`src/rtl/fifo_wr_arbiter.sv`:
```
// Round-robin write arbiter feeding a single FIFO write port.
// Grants one requester at a time for bursts of up to MAX_BURST beats.
module fifo_wr_arbiter #(
    parameter int WIDTH     = 8,
    parameter int NREQ      = 4,
    parameter int MAX_BURST = 4
) (
    input  logic                          clk_wr,
    input  logic                          rst_n,
    input  logic [NREQ-1:0]               req_valid,
    input  logic [NREQ*WIDTH-1:0]         req_data,
    input  logic [NREQ-1:0]               req_last,
    output logic [NREQ-1:0]               req_ready,
    input  logic                          flag_full,
    output logic                          wr_en,
    output logic [WIDTH-1:0]              wr_data,
    output logic [(NREQ>1 ? $clog2(NREQ) : 1)-1:0] grant_id,
    output logic                          busy
);

    localparam int IW = (NREQ > 1) ? $clog2(NREQ) : 1;
    localparam int CW = $clog2(MAX_BURST + 1);

    typedef enum logic {IDLE, BURST} state_t;

    state_t        state, state_n;
    logic [IW-1:0] owner, owner_n;
    logic [IW-1:0] last_owner, last_owner_n;
    logic [IW-1:0] pick;
    logic [CW-1:0] beats, beats_n, beats_inc;
    logic          found, own_valid, own_last, accept, done;
    logic [WIDTH-1:0] data_arr [NREQ];

    for (genvar i = 0; i < NREQ; i++) begin : gen_unpack
        assign data_arr[i] = req_data[i*WIDTH +: WIDTH];
    end

    // First valid requester searching upward from last_owner+1, wrapping
    always_comb begin : rr_search
        int k;
        logic [IW-1:0] idx;
        found = 1'b0;
        pick  = '0;
        k     = 0;
        idx   = '0;
        for (int d = 1; d <= NREQ; d++) begin
            k   = (int'(last_owner) + d) % NREQ;
            idx = IW'(k);
            if (!found && req_valid[idx]) begin
                found = 1'b1;
                pick  = idx;
            end
        end
    end

    assign own_valid = req_valid[owner];
    assign own_last  = req_last[owner];
    assign accept    = rst_n && (state == BURST) && own_valid && !flag_full;
    assign beats_inc = beats + CW'(1);
    assign done      = own_last || (beats_inc == CW'(MAX_BURST));

    always_comb begin
        state_n      = state;
        owner_n      = owner;
        last_owner_n = last_owner;
        beats_n      = beats;
        unique case (state)
            IDLE: begin
                if (found) begin
                    state_n = BURST;
                    owner_n = pick;
                    beats_n = '0;
                end
            end
            BURST: begin
                if (!own_valid) begin
                    state_n      = IDLE;
                    last_owner_n = owner;
                end else if (!flag_full) begin
                    beats_n = beats_inc;
                    if (done) begin
                        state_n      = IDLE;
                        last_owner_n = owner;
                    end
                end
            end
            default: state_n = IDLE;
        endcase
    end

    // Reset gates the handshake combinationally, even mid-burst
    always_comb begin
        req_ready = '0;
        if (rst_n && (state == BURST)) req_ready[owner] = !flag_full;
    end

    assign wr_en    = accept;
    assign wr_data  = accept ? data_arr[owner] : '0;
    assign grant_id = owner;
    assign busy     = (state == BURST);

    always_ff @(posedge clk_wr) begin
        if (!rst_n) begin
            state      <= IDLE;
            owner      <= '0;
            last_owner <= IW'(NREQ - 1);
            beats      <= '0;
        end else begin
            state      <= state_n;
            owner      <= owner_n;
            last_owner <= last_owner_n;
            beats      <= beats_n;
        end
    end

endmodule
```
`config.mk`:
```
export PLATFORM = sky130hd
export DESIGN_NAME = fifo_wr_arbiter
export DESIGN_NICKNAME = d
export VERILOG_FILES = /design/src/rtl/fifo_wr_arbiter.sv
export SDC_FILE = /design/constraint.sdc
export NUM_CORES = 1
export LEC_CHECK = 0
export CAP_MARGIN = 40
export CORE_MARGIN = 5
export CORE_UTILIZATION = 40
export CTS_CLUSTER_DIAMETER = 80
export CTS_CLUSTER_SIZE = 28
export DETAILED_ROUTE_END_ITERATION = 16
export DONT_BUFFER_PORTS = 1
export RECOVER_POWER = 50
export SLEW_MARGIN = 20
export SYNTH_ARGS = -nofsm -noshare
export SYNTH_HDL_FRONTEND = slang
export SYNTH_SLANG_ARGS = --single-unit
```
`constraint.sdc`:
```
create_clock -name clk_wr -period 1.7 [get_ports clk_wr]
set_clock_uncertainty 0.1 [all_clocks]
set_input_delay 0.17 -clock clk_wr [delete_from_list [all_inputs] [get_ports clk_wr]]
set_output_delay 0.17 -clock clk_wr [all_outputs]
set_load 0.005 [all_outputs]
```
==> metrics.txt <==
status=finished with violations; violations in the final reports=negative setup slack; top-level I/O count=59; hold_sp=rst_n; die outline area=3070 um2; global placement routability congestion=0.716; synthesized net count=128; number of global-route vias before repair=743; total negative setup slack=-494 ps; antenna-violating nets left=0; Worst Max-Slew Pin Slew=399 ps; netlist area before placement=826 um2; Startpoint Class=register; Cells after DPL=113; DRC violation count after routing=0; highest achievable clock rate=569 MHz; DP Wirelength=1780 um; arrival time worst endpoint=1490 ps; Pwr Density=632 nW/um2; worst-case hold slack=111 ps; clock power share=23.1%; internal power consumption=0.450 mW; number of flops mapped to enable cells by yosys=0; commonest non-fill, non-tap cell in the layout=sky130_fd_sc_hd__mux4_2; final worst-path cycle share=103%; via density per instance=5.96; TritonCTS clock tree=yes; depth of the most critical reg-to-reg path=5; final critical-path setup slack=-58.6 ps; CTS root buffer=sky130_fd_sc_hd__clkbuf_4; count of endpoints failing setup in the final report=11; number of fill cells in the layout=186; pre-CTS setup slack=-33.0 ps; Crit. End Element=output pin; commonest cells after routing, fill and taps aside=9 x sky130_fd_sc_hd__mux4_2, 8 x sky130_fd_sc_hd__nor2_1, 7 x sky130_fd_sc_hd__buf_4; number of cells traversed by the worst hold path=3; Pins Over Slew Limit=0; instance area at placement=903 um2; clock sinks=8; mean area per synthesized cell=9.95 um2; Core Footprint=1960 um2; type of the setup path with the least slack=reg2out; RSZ-0062 raised after global routing=yes; Yosys warning total=0; Max Root-Sink Buffers=2; Net Sw Frac=30.1%; Max Cap Violations=0; final number of hold-violating endpoints=0; Detailed Routing Iterations Pass 1=4; leakage dissipation=0.374 nW; Net count, final=142; floorplan row count=16; initial drt markers=44; sequential element share of the synthesized area=19.4%; final core area utilization=51.8%; wire length reported by the detailed router=2210 um; antenna diode count=0; total vias in the final route=727; clock period minus final worst setup slack=1760 ps; required time of the worst setup path=1430 ps; critical path fanouts, max=8; number of CTS-inserted buffers=3; IR drop worst, VDD=358 uV; layout-stage area growth over the synthesis result=23.2%; clock slew at the register clock pins of the worst setup and hold paths=50 ps; maximum number of pins on one net before global-route repair=12; path type of the worst min-delay path=in2reg; remaining global-route overflow=0; max-slew headroom at the worst pin=72.7%; Distinct cells, synth=31; share of total power in sequential cells=35.2%; Clock H-tree levels=1; clock latency at the later pin of the worst-skew pair=260 ps; Hold EP=beats[1]$_SDFFE_PN0P_; Die Y-Extent=55.4 um; layout cell share with drive strength beyond 1=37.9%; reg2reg start=grant_id[0]$_SDFFE_PN0P_; ys async rst share=0%; net load switching power=0.194 mW; total of flip-flops plus latches after synthesis=8; final design instance area without fill=1020 um2; number of antenna violations at the first check in global routing=0; average wire per cell in the routed design=18.1 um; flip-flop cell with the highest count after synthesis=sky130_fd_sc_hd__dfxtp_1; count of port buffers added during placement=0; Gate Count Post-Synth=83; GRT Overall Usage=14.7%; worst flop-to-flop path endpoint=last_owner[1]$_SDFFE_PN1P_; global-route wire length before repair=3660 um; post-route non-filler standard cell count=122; total chip power=0.643 mW; portion of total power attributed to combinational logic=41.7%; register-to-register path setup slack=-30 ps; die boundary width=55.4 um; initial core utilization=42.1%
==> flip-flops by register name, indices dropped and copies added (netlist names) <==
register / count
last_owner: 2
busy: 1
beats: 3
grant_id: 2
==> metal layers <==
layer / vias up / global-route usage [%] / wire, um
met5: - / 0 / 0
met2: 46 / 25.3 / 1070
met3: 7 / 6.06 / 289
met4: 0 / 6.25 / 49
li1: 340 / - / -
met1: 334 / 15.7 / 802
==> power groups by stage <==
stage	Sequential [mW]	Clock, mW	Combinational (mW)
finish	0.227	0.149	0.268
global placement	0.228	0	0.213
floorplan	0.221	0	0.182
detailed placement	0.229	0	0.216
CTS	0.226	0.151	0.279
global route	0.230	0.156	0.293
==> cell type report <==
| cell class | instances | area (um2) | area share (%) |
|---|---|---|---|
| clock buffer | 3 | 22.5 | 2.21 |
| timing repair buffer | 13 | 138 | 13.5 |
| sequential | 8 | 165 | 16.2 |
| multi-input combinational | 65 | 636 | 62.5 |
| tap | 27 | 33.8 | 3.32 |
| inverter | 6 | 22.5 | 2.21 |
==> worst max-delay path, stage by stage, from the launching register on <==
cell and delay, ps:
sky130_fd_sc_hd__dfxtp_4 390, sky130_fd_sc_hd__mux4_2 560, sky130_fd_sc_hd__nand3_4 100, sky130_fd_sc_hd__buf_12 130
sky130_fd_sc_hd__nor2b_1 50
==> how the worst max path moves through the flow <==
stage	startpoint	to	slack [ps]
floorplan	grant_id[0]$_SDFFE_PN0P_	beats[1]$_SDFFE_PN0P_	70
global placement	grant_id[0]$_SDFFE_PN0P_	last_owner[1]$_SDFFE_PN1P_	30
detailed placement	grant_id[0]$_SDFFE_PN0P_	last_owner[0]$_SDFFE_PN1P_	-30
CTS	grant_id[0]$_SDFFE_PN0P_	wr_data[4]	-70
global route	grant_id[0]$_SDFFE_PN0P_	wr_data[4]	-110
finish	grant_id[0]$_SDFFE_PN0P_	wr_data[4]	-60
==> cell usage after synthesis, types with 3 or more instances <==
master                     number  area, um2
sky130_fd_sc_hd__mux4_2         7        158
sky130_fd_sc_hd__nand2_1        4       15.0
sky130_fd_sc_hd__dfxtp_1        8        160
sky130_fd_sc_hd__inv_1          5       18.8
sky130_fd_sc_hd__nor2b_1       10       62.6
sky130_fd_sc_hd__nor2_1         8       30.0
sky130_fd_sc_hd__nand2b_1       3       18.8
sky130_fd_sc_hd__nor3_1         3       15.0
sky130_fd_sc_hd__o21a_1         3       22.5
sky130_fd_sc_hd__mux4_1         3       78.8
sky130_fd_sc_hd__a21oi_1        4       20.0
==> kinds of logic (layout without fill, tap and decap cells) <==
kind of cell               count (synthesis)  in the layout  share of synthesized area (%)
AOI/OAI and AO/OA                         18             18                           16.8
adders and majority gates                  2              2                           3.03
and+or+nand+nor                           34             34                           24.2
DFF                                        8              8                           19.4
buffers and inverters                     10             22                           6.82
xor gates and xnor gates                   1              1                           1.06
muxes                                     10             10                           28.6
==> timing repair <==
action / 4_1_cts / 5_1_grt
pin swaps: 2 / 0
gates resized for setup: 10 / 5
gates cloned: 1 / 0
setup endpoints to repair: 12 / 14
hold buffers: 1 / 0
hold endpoints to repair: 8 / 0
setup buffers: 5 / 0
Note: power is estimated with default switching activity, not from simulation.
==> patch 1: new RTL, same flow settings <==
The parameter `NREQ` goes from 4 to 8.
--- a/src/rtl/fifo_wr_arbiter.sv
+++ b/src/rtl/fifo_wr_arbiter.sv
@@ -3,5 +3,5 @@
 module fifo_wr_arbiter #(
     parameter int WIDTH     = 8,
-    parameter int NREQ      = 4,
+    parameter int NREQ      = 8,
     parameter int MAX_BURST = 4
 ) (
Ports: changed (5 resized); port bits go from 59 to 104. No check against the original RTL was run, so the function may have changed too.
==> patch 1 against the original RTL <==
- the run still ends with negative setup slack left
- clock power increased by 110%
- sequential cell count increased by 2
- worst setup slack got worse by 770 ps
- design area increased to 2.8 times the old value
- die area increased by 110%
- via count increased to 2.7 times the old value
- core utilization increased by 7.5 points
- final cell count increased to 2.7 times the old value
- power increased to 7.6 times the old value
- count of clock-buffer cells in the layout increased by 1
- sequential share of layout area decreased by 9.0 points
- routed wire length increased to 2.9 times the old value
- synthesized area increased by 140%
- critical path type is now reg2reg
- critical endpoint is now grant_id[1]$_SDFFE_PN0P_
- largest cell class unchanged
==> patch 1: results (changes against the original RTL) <==
[drt]
wl_per_cell_um=19.6  ; was 18.1 um
met1Wirelength_um=2550  ; was 802 um
dr.pass1.iters=4  ; unchanged
wl_met2_um=3360  ; was 1070 um
wl_met3_um=444  ; was 289 um
routed_via_density=5.99  ; was 5.96
drt_iter0_markers=132  ; was 44
routed-via-count=1959  ; was 727

[clocking]
cts-buffers-inserted=3  ; unchanged
cts-root-buf=clkbuf_8  ; was clkbuf_4
post_cts_buffers=11  ; was 5
cts.clk_slew.worst_paths_ps=50  ; about the same
worst_skew_pair.late_latency_ps=240  ; was 260 ps
cts_resized=33  ; was 10
clockBufferDepth=2  ; unchanged

[sta]
finalSetupViolations=21  ; was 11
hold-worst-slack_ps=60.9  ; was 111 ps
layout_setup_ws_ps=-832  ; was -58.6 ps
finalSetupTns_ps=-11710  ; was -494 ps
slew_headroom_pct=73.7  ; was 72.7%

[worst_setup_path]
cp.arrival_ps=2570  ; was 1490 ps
critPathSlowestCell=mux4_2  ; unchanged
cp_slowest_stage_delay_ps=510  ; was 560 ps
rr_worst_depth=9  ; was 5
cp_top_family=multiplexers  ; unchanged
rr_startpoint=last_owner[0]$_SDFFE_PN1P_  ; was grant_id[0]$_SDFFE_PN0P_
crit_path_max_fanout=7  ; was 8
timing.rr.end=grant_id[1]$_SDFFE_PN0P_  ; was last_owner[1]$_SDFFE_PN1P_

[place]
dp_hpwl_um=4980  ; was 1780 um
placed_area_um2=2470  ; was 903 um2
dp_slack_ps=-891  ; was -33.0 ps
gp_congestion=0.865  ; was 0.716
dpl.cell_count=309  ; was 113
portBuffers=0  ; unchanged

[logic_synthesis]
synth_cells=210  ; was 83
synth_area_leaders=mux4_2, dfxtp_1, mux2i_1, nand2_1, nor2_1  ; was dfxtp_1, mux4_2, mux4_1, nor2b_1, nor2_1
synth.yosys.seq_area_share_pct=10.0  ; was 19.4%
synth_fp_nets=297  ; was 128
ys_warn_count=0  ; unchanged
synth.distinct_cells=49  ; was 31
netlist_top_cells_count=mux4_2, nand2_1, nor2_1, mux2i_1, dfxtp_1  ; was nor2b_1, dfxtp_1, nor2_1, mux4_2, inv_1

[cells_and_area]
fin_nets=348  ; was 142
drive_above_1_share_pct=54.6  ; was 37.9%
final_area_um2=2840  ; was 1020 um2
antenna_cells=0  ; unchanged
fillers=375  ; was 186

[global_route]
grt_start_max_net_pins=21  ; was 12
grt.total_usage_pct=19.3  ; was 14.7%
globalRouteMet3Util_pct=4.15  ; was 6.06%
grt_util_met2_pct=32.0  ; was 25.3%
grt_pass1_vias=2067  ; was 743
grt_first_pass_wirelength_um=9920  ; was 3660 um
use_met1_pct=26.0  ; was 15.7%

[status]
violations=negative setup slack  ; unchanged
status=finished with violations  ; unchanged

[pwr]
switching_share_pct=43.5  ; was 30.1%
ir_drop_mv=0.850  ; was 0.358 mV
p_leak_nw=1.02  ; was 0.374 nW

[min_path]
holdPathEnd=grant_id[0]$_SDFFE_PN0P_  ; was beats[1]$_SDFFE_PN0P_
hp-class=in2reg  ; unchanged

-- patch 1: changes by cell type after synthesis, sizes merged, moves of 4 or more --
cell / delta
mux4: +21
nand2: +21
mux2i: +19
nor2: +17
o21ai: +10
clkbuf: +7
mux2: +5
a31oi: +4
buf: +4
-- patch 1: final cells by class --
class | instances | area share [%]
well taps | 67 | 2.95
inverters | 5 | 0.925
clock buffers | 4 | 1.94
repair buffers | 60 | 17.7
flip-flops and latches | 10 | 7.22
multi-input cells | 181 | 69.3
-- patch 1: cell families (layout without fill, tap and decap cells) --
group                    after synthesis  in the layout  share of synthesized area (%)
flip-flops                            10             10                           10.0
adder cells (fa/ha/maj)                4              4                           2.50
multiplexers                          55             55                           48.6
XOR/XNOR                               2              2                          0.876
AND/OR/NAND/NOR                       81             82                           20.0
buffers and inverters                 20             69                           4.38
AO/OA/AOI/OAI                         38             38                           13.7
-- patch 1: power groups by stage --
stage	Sequential, mW	Clock (mW)	Combinational (mW)
2_1_floorplan	0.368	0	2.35
3_3_place_gp	0.391	0	3.37
3_5_place_dp	0.393	0	3.40
4_1_cts	0.391	0.317	3.96
5_1_grt	0.399	0.331	4.53
6_report	0.391	0.311	4.21
-- patch 1: how the worst max path moves through the flow --
stage	startpoint	end	cells past startpoint
finish	last_owner[0]$_SDFFE_PN1P_	grant_id[1]$_SDFFE_PN0P_	9
global route	last_owner[0]$_SDFFE_PN1P_	grant_id[1]$_SDFFE_PN0P_	10
global placement	last_owner[1]$_SDFFE_PN1P_	grant_id[0]$_SDFFE_PN0P_	10
CTS	last_owner[1]$_SDFFE_PN1P_	grant_id[1]$_SDFFE_PN0P_	9
floorplan	last_owner[0]$_SDFFE_PN1P_	grant_id[1]$_SDFFE_PN0P_	10
detailed placement	last_owner[1]$_SDFFE_PN1P_	grant_id[1]$_SDFFE_PN0P_	9
==> patch 2: new RTL, same settings <==
Made on the original files. Reset style: asynchronous (`rst_n`), changed in one clocked block.
--- a/src/rtl/fifo_wr_arbiter.sv
+++ b/src/rtl/fifo_wr_arbiter.sv
@@ -100,5 +100,5 @@
     assign busy     = (state == BURST);
 
-    always_ff @(posedge clk_wr) begin
+    always_ff @(posedge clk_wr or negedge rst_n) begin
         if (!rst_n) begin
             state      <= IDLE;
Formal check against the unedited RTL: differs if rst_n is asserted again (counterexample within 4 cycles, from zero or initial values and one cycle with rst_n low); with rst_n held inactive, the same outputs for 4 cycles.
==> patch 2 against the original RTL <==
- the flow still finishes with violations (negative setup slack)
- critical path type unchanged
- synthesized area is 1.5% higher
- routed wire length rose by 8.9%
- worst setup slack worse by 74 ps
- sequential share of layout area grew 3.2 points
- sequential cell count stayed put
- first-iteration DRC count fell by 36%
- critical endpoint unchanged
- design area up 3.7%
Power is not compared: it rests on default switching activity, and its combinational part moved more than twofold at a synthesized area within 25%.
==> patch 2: results (changes against the original RTL) <==
[status]
status=finished with violations  ; unchanged
violations=negative setup slack  ; unchanged

[place]
gp_congestion=0.864  ; was 0.716
portBuffers=0  ; unchanged
dp_slack_ps=33.1  ; was -33.0 ps
dp_hpwl_um=1820  ; was 1780 um

[worst_setup_path]
crit_path_max_fanout=9  ; was 8
cp.arrival_ps=1560  ; was 1490 ps
crit_start=grant_id[0]$_DFFE_PN0P_  ; was grant_id[0]$_SDFFE_PN0P_

[min_path]
holdPathStages=2  ; was 3
hp-class=in2reg  ; unchanged
holdPathEnd=beats[2]$_DFFE_PN0P_  ; was beats[1]$_SDFFE_PN0P_
hold_path_startpoint=flag_full  ; was rst_n

[cells_and_area]
fin_nets=136  ; was 142
drive_above_1_share_pct=49.4  ; was 37.9%

[global_route]
grt_pass1_vias=740  ; was 743
grt_start_max_net_pins=11  ; was 12
grt.total_usage_pct=15.8  ; was 14.7%
grt_first_pass_wirelength_um=3950  ; was 3660 um

[drt]
routed-via-count=719  ; was 727
drt_iter0_markers=28  ; was 44

[logic_synthesis]
synth.distinct_cells=33  ; was 31
synth.yosys.seq_area_share_pct=24.2  ; was 19.4%
netlist_top_cells_count=and3_1, nor2_1, dfrtp_1, mux4_2, inv_1  ; was nor2b_1, dfxtp_1, nor2_1, mux4_2, inv_1
yosysTopAreaCellShare_pct=17.9  ; was 19.4%
synth_area_leaders=dfrtp_1, mux4_2, mux4_1, dfstp_2, and3_1  ; was dfxtp_1, mux4_2, mux4_1, nor2b_1, nor2_1

[sta]
slew_headroom_pct=74.7  ; was 72.7%
layout_setup_ws_ps=-132  ; was -58.6 ps
finalSetupViolations=12  ; was 11

patch 2: metal layers:
layer / routed length [um] / track usage [%] / up-vias
met2: 1320 / 28.2 / 31
met4: 12 / 3.47 / 0
met5: 0 / 0 / -
met3: 148 / 5.34 / 4
li1: - / - / 327
met1: 931 / 18.0 / 357
patch 2: repair_timing:
item / 4_1_cts / 5_1_grt
buffers inserted: 1 / 0
gates cloned: 2 / 0
pin swaps: 0 / 1
setup endpoints to repair: 9 / 17
resized for setup: 14 / 5
hold endpoints to repair: 8 / 0
hold buffers: 1 / 0
patch 2: cells by family (layout without fill, tap and decap cells):
kind of cell / count (synthesis) / in the layout / synth area share, %
AO/OA/AOI/OAI: 15 / 15 / 13.0
XOR/XNOR: 1 / 1 / 1.04
adder cells (fa/ha/maj): 2 / 2 / 2.98
buffers and inverters: 10 / 20 / 6.57
flip-flops: 8 / 8 / 24.2
multiplexers: 14 / 14 / 31.8
AND/OR/NAND/NOR: 29 / 29 / 20.4
patch 2: power by group:
part           leakage [nW]  switching [mW]  internal, mW  total (mW)
clock network        0.0138          0.0631        0.0807       0.144
logic                 0.339           0.457         0.721        1.18
registers            0.0948           0.138         0.300       0.437
total                 0.448           0.658          1.10        1.76
patch 2: area by class of cell:
cell class / count / area, um2
multi-input combinational: 61 / 621
tap: 27 / 33.8
timing repair buffer: 12 / 154
inverter: 5 / 18.8
sequential: 8 / 205
fill: 170 / 927
clock buffer: 3 / 22.5
patch 2: metrics by stage:
step | hold WS, ps | instances | TNS [ps]
floorplan | -226 | 79 | -4.07
global placement | -225 | 109 | 0
detailed placement | -225 | 109 | 0
CTS | 82.0 | 116 | -1460
global route | 83.9 | 116 | -2010
finish | 90.9 | 116 | -1360
